`config.mk`:
```
export PLATFORM = sky130hd
export DESIGN_NAME = cla_addsub_pipe
export DESIGN_NICKNAME = d
export VERILOG_FILES = /design/src/rtl/cla_addsub_pipe.sv
export SDC_FILE = /design/constraint.sdc
export NUM_CORES = 1
export LEC_CHECK = 0
export BUFFER_PORTS_ARGS = -buffer_cell sky130_fd_sc_hd__clkbuf_2
export CORE_UTILIZATION = 55
export CTS_CLUSTER_SIZE = 14
export DETAILED_ROUTE_END_ITERATION = 7
export PLACE_DENSITY = 0.86
export SKIP_LAST_GASP = 1
export SYNTH_ARGS = -nofsm -noshare
export SYNTH_HDL_FRONTEND = slang
export SYNTH_SLANG_ARGS = --single-unit
```
`constraint.sdc`:
```
create_clock -name clk -period 4.55 [get_ports clk]
set_input_delay 0.91 -clock clk [delete_from_list [all_inputs] [get_ports clk]]
set_output_delay 0.91 -clock clk [all_outputs]
set_load 0.005 [all_outputs]
```
`src/rtl/cla_addsub_pipe.sv`:
```
// cla_addsub_pipe: two-stage pipelined carry-lookahead adder/subtractor.
//
// Stage 1 conditions the operands (B inverted and carry-in forced to 1 for
// subtraction) and registers per-bit propagate/generate plus 4-bit group
// propagate/generate. Stage 2 resolves the group carries with a second-level
// lookahead, forms the in-group carries, sum and flags, and registers them
// into the output registers.
//
// Ports:
//   clk        clock, all state updates on the rising edge
//   rst_n      asynchronous active-low reset
//   in_valid   operand beat valid
//   in_ready   block can accept an operand beat (combinational from out_ready)
//   a, b       operands (WIDTH bits)
//   sub        1 = A - B, 0 = A + B + cin
//   cin        carry-in for addition, ignored when sub = 1
//   out_valid  result beat valid
//   out_ready  consumer accepts result beat
//   sum        result (WIDTH bits)
//   cout       carry-out (for subtraction, 1 = no borrow)
//   ovf        two's-complement signed overflow
//   zero       sum == 0
module cla_addsub_pipe #(
    parameter int WIDTH = 16
) (
    input  logic             clk,
    input  logic             rst_n,
    input  logic             in_valid,
    output logic             in_ready,
    input  logic [WIDTH-1:0] a,
    input  logic [WIDTH-1:0] b,
    input  logic             sub,
    input  logic             cin,
    output logic             out_valid,
    input  logic             out_ready,
    output logic [WIDTH-1:0] sum,
    output logic             cout,
    output logic             ovf,
    output logic             zero
);

    localparam int NG = WIDTH / 4;

    // Group generate of a 4-bit slice: g3 | p3g2 | p3p2g1 | p3p2p1g0
    function automatic logic group_gen(input logic [3:0] p, input logic [3:0] g);
        return g[3] | (p[3] & g[2]) | (p[3] & p[2] & g[1]) | (p[3] & p[2] & p[1] & g[0]);
    endfunction

    // Carry into each bit of a 4-bit slice given the slice carry-in
    function automatic logic [3:0] group_carries(input logic [3:0] p, input logic [3:0] g,
                                                 input logic ci);
        logic [3:0] c;
        c[0] = ci;
        c[1] = g[0] | (p[0] & ci);
        c[2] = g[1] | (p[1] & g[0]) | (p[1] & p[0] & ci);
        c[3] = g[2] | (p[2] & g[1]) | (p[2] & p[1] & g[0]) | (p[2] & p[1] & p[0] & ci);
        return c;
    endfunction

    // Handshake / flow-control signals
    logic s1_valid_r;
    logic s2_valid_r;
    logic s1_load_s;
    logic s2_load_s;

    // Stage 1 combinational inputs and registers
    logic [WIDTH-1:0] b_eff_s;
    logic             c0_s;
    logic [WIDTH-1:0] p_in_s;
    logic [WIDTH-1:0] g_in_s;
    logic [NG-1:0]    pg_in_s;
    logic [NG-1:0]    gg_in_s;
    logic [WIDTH-1:0] p_r;
    logic [WIDTH-1:0] g_r;
    logic [NG-1:0]    pg_r;
    logic [NG-1:0]    gg_r;
    logic             c0_r;

    // Stage 2 combinational results and output registers
    logic [NG:0]      grp_c_s;
    logic [WIDTH-1:0] bit_c_s;
    logic [WIDTH-1:0] sum_s;
    logic             cout_s;
    logic             ovf_s;
    logic             zero_s;
    logic [WIDTH-1:0] sum_r;
    logic             cout_r;
    logic             ovf_r;
    logic             zero_r;

    // Stage 2 advances when empty or its beat is being taken; stage 1 when
    // empty or stage 2 is advancing, which makes in_ready combinational.
    assign s2_load_s = ~s2_valid_r | out_ready;
    assign s1_load_s = ~s1_valid_r | s2_load_s;
    assign in_ready  = s1_load_s;

    // Operand conditioning and per-bit / per-group propagate-generate
    always_comb begin
        b_eff_s = b;
        c0_s    = cin;
        pg_in_s = '0;
        gg_in_s = '0;
        if (sub) begin
            b_eff_s = ~b;
            c0_s    = 1'b1;
        end else begin
            b_eff_s = b;
            c0_s    = cin;
        end
        p_in_s = a ^ b_eff_s;
        g_in_s = a & b_eff_s;
        for (int k = 0; k < NG; k++) begin
            pg_in_s[k] = &p_in_s[4*k +: 4];
            gg_in_s[k] = group_gen(p_in_s[4*k +: 4], g_in_s[4*k +: 4]);
        end
    end

    // Stage 1 register: payload captured only on an input transfer
    always_ff @(posedge clk or negedge rst_n) begin
        if (!rst_n) begin
            s1_valid_r <= 1'b0;
            p_r        <= '0;
            g_r        <= '0;
            pg_r       <= '0;
            gg_r       <= '0;
            c0_r       <= 1'b0;
        end else if (s1_load_s) begin
            s1_valid_r <= in_valid;
            if (in_valid) begin
                p_r  <= p_in_s;
                g_r  <= g_in_s;
                pg_r <= pg_in_s;
                gg_r <= gg_in_s;
                c0_r <= c0_s;
            end
        end
    end

    // Second-level lookahead: each group carry is the OR of expanded product
    // terms (GG[j] & PG[j+1..k]) and (c0 & PG[0..k]) rather than a ripple chain.
    always_comb begin
        logic prod_v;
        logic carry_v;
        prod_v     = 1'b0;
        carry_v    = 1'b0;
        grp_c_s    = '0;
        grp_c_s[0] = c0_r;
        for (int k = 0; k < NG; k++) begin
            carry_v = 1'b0;
            for (int j = 0; j <= k; j++) begin
                prod_v = gg_r[j];
                for (int m = j + 1; m <= k; m++) begin
                    prod_v = prod_v & pg_r[m];
                end
                carry_v = carry_v | prod_v;
            end
            prod_v = c0_r;
            for (int m = 0; m <= k; m++) begin
                prod_v = prod_v & pg_r[m];
            end
            grp_c_s[k+1] = carry_v | prod_v;
        end
    end

    // In-group carries, sum and flags
    always_comb begin
        bit_c_s = '0;
        for (int k = 0; k < NG; k++) begin
            bit_c_s[4*k +: 4] = group_carries(p_r[4*k +: 4], g_r[4*k +: 4], grp_c_s[k]);
        end
        sum_s  = p_r ^ bit_c_s;
        cout_s = grp_c_s[NG];
        ovf_s  = bit_c_s[WIDTH-1] ^ grp_c_s[NG];
        zero_s = ~|sum_s;
    end

    // Stage 2 / output registers: hold while stalled, retain when empty
    always_ff @(posedge clk or negedge rst_n) begin
        if (!rst_n) begin
            s2_valid_r <= 1'b0;
            sum_r      <= '0;
            cout_r     <= 1'b0;
            ovf_r      <= 1'b0;
            zero_r     <= 1'b0;
        end else if (s2_load_s) begin
            s2_valid_r <= s1_valid_r;
            if (s1_valid_r) begin
                sum_r  <= sum_s;
                cout_r <= cout_s;
                ovf_r  <= ovf_s;
                zero_r <= zero_s;
            end
        end
    end

    assign out_valid = s2_valid_r;
    assign sum       = sum_r;
    assign cout      = cout_r;
    assign ovf       = ovf_r;
    assign zero      = zero_r;

endmodule

```
==> results.txt, run 1 <==
----------------------------------------------------
[Synth]
  Top_reg_cell synth ... sky130_fd_sc_hd__dfrtp_1
  Number of synthesized flops with an enable pin ... 0
  Async set or reset register ratio after synthesis ... 100%
  Synth area leaders ... sky130_fd_sc_hd__dfrtp_1 48%, sky130_fd_sc_hd__mux2_2 13%, sky130_fd_sc_hd__ha_1 8.3%, sky130_fd_sc_hd__xor2_1 6.7%, sky130_fd_sc_hd__o21ai_0 3.5%
  Number of distinct standard cells referenced by the synthesized netlist ... 34
  Per-instance average area after synthesis ... 11.7 um^2
  Count leader, synth ... sky130_fd_sc_hd__dfrtp_1
  Fraction of the yosys area taken by sequential cells ... 48.2%
  Cell count after synthesis ... 258
  Cell type contributing the most total cell area after synthesis ... sky130_fd_sc_hd__dfrtp_1
  Syn Std Cell Area ... between 3000 and 4000 um^2
  Synth Net Count ... about 320
  Most frequent cells after synthesis ... 58 x sky130_fd_sc_hd__dfrtp_1, 35 x sky130_fd_sc_hd__mux2_2, 25 x sky130_fd_sc_hd__nand2_1, 23 x sky130_fd_sc_hd__xor2_1, 21 x sky130_fd_sc_hd__o21ai_0
  Area share of the largest cell type after synthesis ... a little under 50%
  Number of warnings printed during yosys synthesis ... 0
  Register bit total from synthesis ... 58

[Timing]
  Part of the cycle the worst path needs ... a little over half
  Worst-margin pin slew ... ~1 ns
  Slew margin rel. ... roughly 35%
  Minimum period implied by the final worst setup slack ... between 2 and 2.5 ns
  Max Transition Viols Final ... 0
  Final hold violations ... 0
  Accumulated negative setup slack ... 0 ns
  Fmax achieved ... 0.405 GHz
  Setup repair after global routing missed its margin ... no
  Number of failing setup endpoints in the final timing report ... 0
  Setup skew after layout ... 0.00548 ns

[Worst hold path]
  Worst hold path class ... flop to flop

[Clock tree]
  Postcts setup bufs ... 0
  Number of buffers added to fix hold violations after cts ... 0
  Max clock buf depth ... 2
  Buffer cell driving the clock tree root ... sky130_fd_sc_hd__clkbuf_8
  TritonCTS Sinks ... 58
  Total number of H-tree levels ... 3
  Post-CTS Resized ... 0
  Worst skew pair latency ... approximately 0.33 ns
  TritonCTS clock tree ... yes
  Clock transition at the registers of the reported paths ... around 0.060 ns
  TritonCTS Buffers ... 9

[Routing]
  Via count ... 2155
  Number of violations reported at the end of detailed-routing iteration 0 ... 103
  Total routed wirelength ... ~5900 um
  Drt first pass iters ... 4
  Final routed DRC violation total ... 0
  Via density per instance ... 5.46
  Number of nets with antenna violations after detailed routing ... 0
  Average wire per cell in the routed design ... between 10 and 15 um

[Critical path]
  Crit path arrival time ... 2.72 ns
  CP max FO ... 5
  CP required ... ~4.8 ns
  Path type of the worst setup path ... flop to flop
  Critical path capture point type ... flop
  Type of element launching the critical path ... flop

[Finish]
  Footprint of the multi-input gates ... roughly 1500 um^2
  Number of cells in the finished layout apart from fillers ... approximately 400
  Fraction of layout cells with a size suffix above 1 ... 35.1%
  FF/Latch Area ... around 1500 um^2
  # diodes ... 0
  Final net count ... 378
  Fill cell count ... 406
  Area added between synthesis and finish ... 17.9%

[Floorplan]
  Vertical die dimension ... between 70 and 80 um
  Core Rows ... 26
  Floorplan Core Area ... 5200 um^2
  Starting density of the core ... 57.9%
  Top-level I/O count ... 59
  Die footprint ... a little under 6000 um^2
  Overall die width ... 76 um

[GRT]
  Wire length of the first global-routing pass ... 10000 um
  Total overflow reported by the global router ... 0
  Initial antenna violation count ... 0
  Maximum number of pins on one net before global-route repair ... between 50 and 60
  Via count of the first global-routing pass ... 2169
  Global routing usage summed across all routing layers ... between 20% and 30%

[Placed design]
  Cell count after placement ... 379
  Global placement routability congestion ... 0.833
  Port-buffer cells ... 58
  Detail Placement HPWL ... 4260 um

[Power and ir drop]
  Proportion of power drawn by flip-flops and latches ... 44.9%
  Sw Share ... about a third
  Fraction of power consumed by the clock network ... 25.8%
  Worst ir drop on vdd ... 257 uV
  Leakage ... 1.75 nW
  Internal power contribution ... 1.16 mW
  Power spent charging and discharging nets ... around 0.53 mW
  Power Density ... 475 nW/um^2
  Relative contribution of combinational cells to total power ... 29.3%

[Run]
  Max-cap violations ... 0

[Outcome]
  Run status ... complete, no violations

----------------------------------------------------
[kinds of logic after synthesis]
| kind of cell | Yosys count | share of synthesized area [%] |
|---|---|---|
| AND/OR/NAND/NOR | 48 | 7.44 |
| adder cells (fa/ha/maj) | 20 | 8.31 |
| buffers and inverters | 9 | 1.25 |
| multiplexers | 36 | 13.4 |
| AO/OA/AOI/OAI | 56 | 12.4 |
| XOR/XNOR | 31 | 9.02 |
| flip-flops | 58 | 48.2 |
[layout by cell type (no fill, tap or decap)]
cell type,synthesis,routed
sky130_fd_sc_hd__buf_4,0,2
sky130_fd_sc_hd__nand3b_1,1,1
sky130_fd_sc_hd__nand2_1,25,25
sky130_fd_sc_hd__clkbuf_8,0,12
sky130_fd_sc_hd__o31ai_1,1,1
sky130_fd_sc_hd__nand4_1,4,4
sky130_fd_sc_hd__a311oi_1,1,1
sky130_fd_sc_hd__mux2_2,35,35
sky130_fd_sc_hd__o21ai_0,21,21
sky130_fd_sc_hd__nor4bb_1,1,1
sky130_fd_sc_hd__mux2i_1,1,1
sky130_fd_sc_hd__clkbuf_1,6,2
sky130_fd_sc_hd__o2111ai_1,2,2
sky130_fd_sc_hd__o21a_1,1,1
sky130_fd_sc_hd__o32ai_2,1,1
sky130_fd_sc_hd__clkinv_2,0,2
sky130_fd_sc_hd__a21oi_1,8,8
sky130_fd_sc_hd__nand2b_1,5,5
sky130_fd_sc_hd__a221o_1,1,1
sky130_fd_sc_hd__o31ai_2,1,1
sky130_fd_sc_hd__o211ai_1,1,1
sky130_fd_sc_hd__a21o_1,11,11
sky130_fd_sc_hd__clkbuf_2,0,58
sky130_fd_sc_hd__a31o_2,1,1
sky130_fd_sc_hd__nor2_1,6,6
sky130_fd_sc_hd__a21o_2,1,1
sky130_fd_sc_hd__o21bai_1,1,1
sky130_fd_sc_hd__o21ai_1,1,1
sky130_fd_sc_hd__ha_1,20,20
sky130_fd_sc_hd__nor4_1,1,1
sky130_fd_sc_hd__a31oi_2,1,1
sky130_fd_sc_hd__xnor2_1,8,8
sky130_fd_sc_hd__dfrtp_1,58,58
sky130_fd_sc_hd__a211oi_1,2,2
sky130_fd_sc_hd__nor3_1,3,3
sky130_fd_sc_hd__and3_1,2,2
sky130_fd_sc_hd__xor2_1,23,23
[metal layers]
layer | vias to the layer above | GRT usage [%] | wire (um)
li1 | 1053 | - | -
met1 | 1037 | 28.0 | 2610
met2 | 52 | 37.2 | 2920
met3 | 13 | 4.67 | 238
met4 | 0 | 11.0 | 122
met5 | - | 0 | 0
[critical path: stages, from the launching register on]
cell and delay (ns):
sky130_fd_sc_hd__dfrtp_1 0.43, sky130_fd_sc_hd__a211oi_1 0.36, sky130_fd_sc_hd__o21bai_1 0.17, sky130_fd_sc_hd__ha_1 0.34, sky130_fd_sc_hd__nor4_1 0.24, sky130_fd_sc_hd__o2111ai_1 0.15, sky130_fd_sc_hd__nor4bb_1 0.29, sky130_fd_sc_hd__o2111ai_1 0.20
sky130_fd_sc_hd__o31ai_2 0.20
[flip-flops by register name, summed over array words and instances (netlist names), 4 cells and up]
register	count
g_r	12
gg_r	4
p_r	16
pg_r	4
sum	16
[final timing paths]
check,slack [ns],endpoint,from,cells after the start
min in group asynchronous,0.71,sum[2],rst_n,2
min,0.48,sum[6],sum[6],2
max in group asynchronous,3.36,sum[8],rst_n,2
min reg2reg,0.48,sum[6],sum[6],2
max,2.08,zero,c0_r,8
max reg2reg,2.08,zero,c0_r,8
[metrics by stage]
step	worst slack (ns)	instance area [um^2]	util, %	hold slack, ns	power (mW)
detailed placement	1.96	3370	64.7	0.471	1.26
finish	2.08	3550	68.2	0.481	1.69
global route	1.78	3550	68.2	0.504	1.79
floorplan	1.97	3010	-	0.444	1.07
CTS	2.07	3550	68.2	0.485	1.70
global placement	2.05	3370	64.7	0.456	1.24
[final cells by class]
type / instances / share of cell area [%]
clock buffers: 14 / 4.86
clock inverters: 2 / 0.282
multi-input cells: 191 / 42.9
flip-flops and latches: 58 / 40.9
well taps: 70 / 2.47
repair buffers: 60 / 8.60
[power groups by stage]
stage	Sequential [mW]	Clock, mW	Combinational (mW)
after floorplan	0.751	0	0.320
after global placement	0.760	0	0.481
after detailed placement	0.768	0	0.497
after CTS	0.759	0.439	0.500
after global routing	0.776	0.463	0.552
final	0.758	0.435	0.494
Power figures use the tool's default switching activity.
==> run 2, diff against run 1 <==
--- a/config.mk
+++ b/config.mk
@@ -5,11 +5,12 @@
 export SDC_FILE = /design/constraint.sdc
 export NUM_CORES = 1
 export LEC_CHECK = 0
+export ABC_AREA = 1
 export BUFFER_PORTS_ARGS = -buffer_cell sky130_fd_sc_hd__clkbuf_2
 export CORE_UTILIZATION = 55
 export CTS_CLUSTER_SIZE = 14
 export DETAILED_ROUTE_END_ITERATION = 7
-export PLACE_DENSITY = 0.86
+export PLACE_DENSITY = 0.85
 export SKIP_LAST_GASP = 1
 export SYNTH_ARGS = -nofsm -noshare
 export SYNTH_HDL_FRONTEND = slang
==> constraint.sdc (replaced) <==
create_clock -name clk -period 2.3 [get_ports clk]
set_input_delay 0.46 -clock clk [delete_from_list [all_inputs] [get_ports clk]]
set_output_delay 0.46 -clock clk [all_outputs]
set_load 0.005 [all_outputs]
==> run 2 against run 1 <==
  * Critical path depth grew 6
  * Register-to-register slack lost 1.7 ns
  * Routed wire length up 13%
  * Hold slack worse by 0.34 ns
  * Utilization is 0.96 points higher
  * Sequential power increased by 93%
==> results.txt, run 2 <==
----------------------------------------------------
[Finish]
  Fill cell count ... 452 (+11%)
  Area added between synthesis and finish ... 17.4%
  Commonest non-fill, non-tap cell in the layout ... sky130_fd_sc_hd__nand2_1
  # diodes ... 0 (unchanged)
  Number of cells in the finished layout apart from fillers ... 510 (+29%)
  Final net count ... 494 (+31%)
  Most used cells in the layout excluding fill and tap cells ... 124 x sky130_fd_sc_hd__nand2_1, 58 x sky130_fd_sc_hd__dfrtp_1, 58 x sky130_fd_sc_hd__clkbuf_2
  Fraction of layout cells with a size suffix above 1 ... 19.1% (-16 points)

[Critical path]
  Logic depth of the worst register-to-register path ... 14 (+6)
  Slack of the worst reg-to-reg path ... 0.43 ns (-1.65 ns)
  Reg-to-Reg End ... zero
  Worst r2r src ... gg_r[1]
  Critical path capture point type ... flop
  Path type of the worst setup path ... flop to flop
  Type of element launching the critical path ... flop
  Crit path arrival time ... 2.15 ns (-0.57 ns)
  CP required ... 2.58 ns (-2.22 ns)
  CP max FO ... 3 (-2)

[Routing]
  Total routed wirelength ... 6690 um (+13%)
  Average wire per cell in the routed design ... 13.1 um (-12%)
  Via density per instance ... 5.29 (-3.0%)
  Final routed DRC violation total ... 0 (unchanged)
  Via count ... 2698 (+25%)
  Drt first pass iters ... 4 (unchanged)
  Number of violations reported at the end of detailed-routing iteration 0 ... 140 (+36%)
  Number of nets with antenna violations after detailed routing ... 0 (unchanged)

[Power and ir drop]
  Worst ir drop on vdd ... 412 uV (+60%)
  Power Density ... 902 nW/um^2 (+90%)
  Leakage ... 1.96 nW (+12%)
  Sw Share ... 34.9% (+3.5 points)
  Relative contribution of combinational cells to total power ... 30.7% (+1.4 points)
  Power spent charging and discharging nets ... 1.15 mW (+120%)
  Proportion of power drawn by flip-flops and latches ... 44.3% (-0.6 points)
  Internal power contribution ... 2.14 mW (+85%)
  Fraction of power consumed by the clock network ... 25.0% (-0.8 points)

[Synth]
  Simple-gate share of the synthesized area ... 23.7% (+16 points)
  Most frequent cells after synthesis ... 124 x sky130_fd_sc_hd__nand2_1, 58 x sky130_fd_sc_hd__dfrtp_1, 28 x sky130_fd_sc_hd__inv_1, 26 x sky130_fd_sc_hd__o21ai_0
  Area share of the largest cell type after synthesis ... 46.7% (-1.5 points)
  Register bit total from synthesis ... 58 (unchanged)
  Synth area leaders ... sky130_fd_sc_hd__dfrtp_1 47%, sky130_fd_sc_hd__nand2_1 15%, sky130_fd_sc_hd__ha_1 8.1%, sky130_fd_sc_hd__xor2_1 4.8%, sky130_fd_sc_hd__o21ai_0 4.2%
  Cell type contributing the most total cell area after synthesis ... sky130_fd_sc_hd__dfrtp_1
  Number of warnings printed during yosys synthesis ... 0 (unchanged)
  Parity-gate share of the synthesized area counting xor and xnor cells ... 5.08% (-3.9 points)
  Number of distinct standard cells referenced by the synthesized netlist ... 29 (-15%)
  Dominant combinational cell family by area after synthesis ... simple AND/OR/NAND/NOR gates
  Async set or reset register ratio after synthesis ... 100% (unchanged)
  Synth Net Count ... 432 (+37%)
  Syn Std Cell Area ... 3110 um^2 (+3.1%)
  Top_reg_cell synth ... sky130_fd_sc_hd__dfrtp_1
  Compound-cell area share of the yosys netlist ... 11.2% (-1.2 points)
  Share of synthesized cell area in full adder, half adder and majority cells ... 8.06% (-0.25 points)
  Per-instance average area after synthesis ... 8.30 um^2 (-29%)
  Proportion of synthesized area in mux cells ... 0% (-13 points)
  Number of synthesized flops with an enable pin ... 0 (unchanged)
  Cell count after synthesis ... 374 (+45%)
  Count leader, synth ... sky130_fd_sc_hd__nand2_1
  Fraction of the yosys area taken by sequential cells ... 46.7% (-1.5 points)

[GRT]
  Initial antenna violation count ... 0 (unchanged)
  Global routing usage summed across all routing layers ... 25.9% (+3.5 points)
  Global-route met1 utilization ... 34.5% (+6.5 points)
  Global routing met2 resource utilization ... 40.8% (+3.6 points)
  Via count of the first global-routing pass ... 2631 (+21%)
  Top Usage Layer GRT ... met2
  Met3 usage ... 4.17% (-0.50 points)
  Total overflow reported by the global router ... 0 (unchanged)
  Wire length of the first global-routing pass ... 11900 um (+19%)
  Maximum number of pins on one net before global-route repair ... 37 (-37%)

[Clock tree]
  Clock transition at the registers of the reported paths ... 0.06 ns (about the same)
  Number of buffers added to fix hold violations after cts ... 0 (unchanged)
  Total number of H-tree levels ... 3 (unchanged)
  Buffer cell driving the clock tree root ... sky130_fd_sc_hd__clkbuf_8
  TritonCTS Sinks ... 58 (unchanged)
  Postcts setup bufs ... 0 (unchanged)
  TritonCTS clock tree ... yes
  Worst skew pair latency ... 0.35 ns (+0.02 ns)
  Post-CTS Resized ... 0 (unchanged)
  TritonCTS Buffers ... 9 (unchanged)
  Max clock buf depth ... 2 (unchanged)

[Timing]
  Setup skew after layout ... 0.00562 ns (+0.000140 ns)
  Accumulated negative setup slack ... 0 ns (unchanged)
  Final hold violations ... 0 (unchanged)
  Worst setup slack after layout ... 0.430 ns (-1.65 ns)
  Setup repair after global routing missed its margin ... no
  Number of failing setup endpoints in the final timing report ... 0 (unchanged)
  Max Transition Viols Final ... 0 (unchanged)
  Worst-margin pin slew ... 0.675 ns (-0.304 ns)
  Fmax achieved ... 0.535 GHz (+32%)
  Minimum period implied by the final worst setup slack ... 1.87 ns (-0.599 ns)
  Slew margin rel. ... 55.0% (+20 points)
  Part of the cycle the worst path needs ... 81.3% (+27 points)

[Run]
  Max-cap violations ... 0 (unchanged)

[Floorplan]
  Starting density of the core ... 58.9% (+1.1 points)
  Top-level I/O count ... 59 (unchanged)
  Die footprint ... 5950 um^2 (+3.0%)
  Vertical die dimension ... 77.1 um (+1.5%)
  Floorplan Core Area ... 5270 um^2 (+1.2%)
  Overall die width ... 77.1 um (+1.5%)
  Core Rows ... 26 (unchanged)

[Worst hold path]
  Worst hold path class ... input pin to asynchronous set/reset pin

[Placed design]
  Port-buffer cells ... 58 (unchanged)
  Global placement routability congestion ... 0.904 (+8.6%)
  Detail Placement HPWL ... 5040 um (+18%)
  Placement Setup Slack ... 0.321 ns (-1.64 ns)
  Cell count after placement ... 495 (+31%)

[Outcome]
  Run status ... complete, no violations

----------------------------------------------------
==> run 2: changes by cell type after synthesis, sizes merged, moves of 8 or more <==
cell   delta
a31oi     +9
nand3    +23
nand2   +102
a21o     -12
mux2     -35
inv      +29
o21ai     +8
nor2     +15
==> run 2: metrics by stage <==
step	cell area (um^2)	util [%]	total power, mW	hold WS, ns
after floorplan	3110	-	2.07	0.164
after global routing	3640	69.2	3.53	0.201
final	3640	69.2	3.29	0.142
after detailed placement	3470	65.9	2.47	0.466
after CTS	3640	69.2	3.30	0.158
after global placement	3470	65.9	2.43	0.462
==> run 2: final cells by class <==
class / instances / area (um^2) / share of cell area [%]
multi-input cells: 275 / 1490 / 40.9
well taps: 70 / 87.6 / 2.40
repair buffers: 62 / 333 / 9.13
flip-flops and latches: 58 / 1450 / 39.8
inverters: 30 / 113 / 3.09
clock inverters: 3 / 15.0 / 0.412
clock buffers: 12 / 155 / 4.26
==> run 2: metal layers <==
layer	share of wire (%)	vias to the layer above
met5	0	-
met3	4.4	16
met1	46	1257
met2	47	78
met4	2.5	0
li1	-	1347
==> run 2: how the worst max path moves through the flow <==
stage | startpoint | to | slack [ns] | depth (start not counted)
4_1_cts | gg_r[1] | zero | 0.44 | 14
2_1_floorplan | sub | gg_r[1] | 0.41 | 8
3_5_place_dp | sub | gg_r[2] | 0.32 | 7
6_report | gg_r[1] | zero | 0.43 | 14
5_1_grt | gg_r[1] | zero | 0.02 | 14
3_3_place_gp | sub | gg_r[1] | 0.38 | 7
==> run 2: power groups by stage <==
stage                     Clock, mW  Combinational (mW)  Sequential [mW]
after floorplan                   0               0.619             1.45
after global placement            0               0.968             1.46
after detailed placement          0               0.999             1.47
after CTS                     0.827                1.01             1.46
after global routing          0.878                1.16             1.49
final                         0.821                1.01             1.46
==> run 2: worst max-delay path, stage by stage, from the launching register on <==
cell	delay, ns
sky130_fd_sc_hd__dfrtp_1	0.38
sky130_fd_sc_hd__inv_1	0.12
sky130_fd_sc_hd__nand3_2	0.09
sky130_fd_sc_hd__nand2_1	0.10
sky130_fd_sc_hd__o21ai_2	0.07
sky130_fd_sc_hd__ha_1	0.19
sky130_fd_sc_hd__o21ai_0	0.21
sky130_fd_sc_hd__nand2_1	0.08
sky130_fd_sc_hd__nor2_1	0.10
sky130_fd_sc_hd__nand3_1	0.07
sky130_fd_sc_hd__nor2_1	0.11
sky130_fd_sc_hd__nand3_1	0.07
sky130_fd_sc_hd__nor2_1	0.09
sky130_fd_sc_hd__nand3_1	0.07
sky130_fd_sc_hd__nand2_1	0.07
==> run 2: cells by family after synthesis <==
logic type	count (synthesis)
DFF	58
xor gates and xnor gates	18
and+or+nand+nor	178
AOI/OAI and AO/OA	59
adders and majority gates	20
buffers and inverters	41
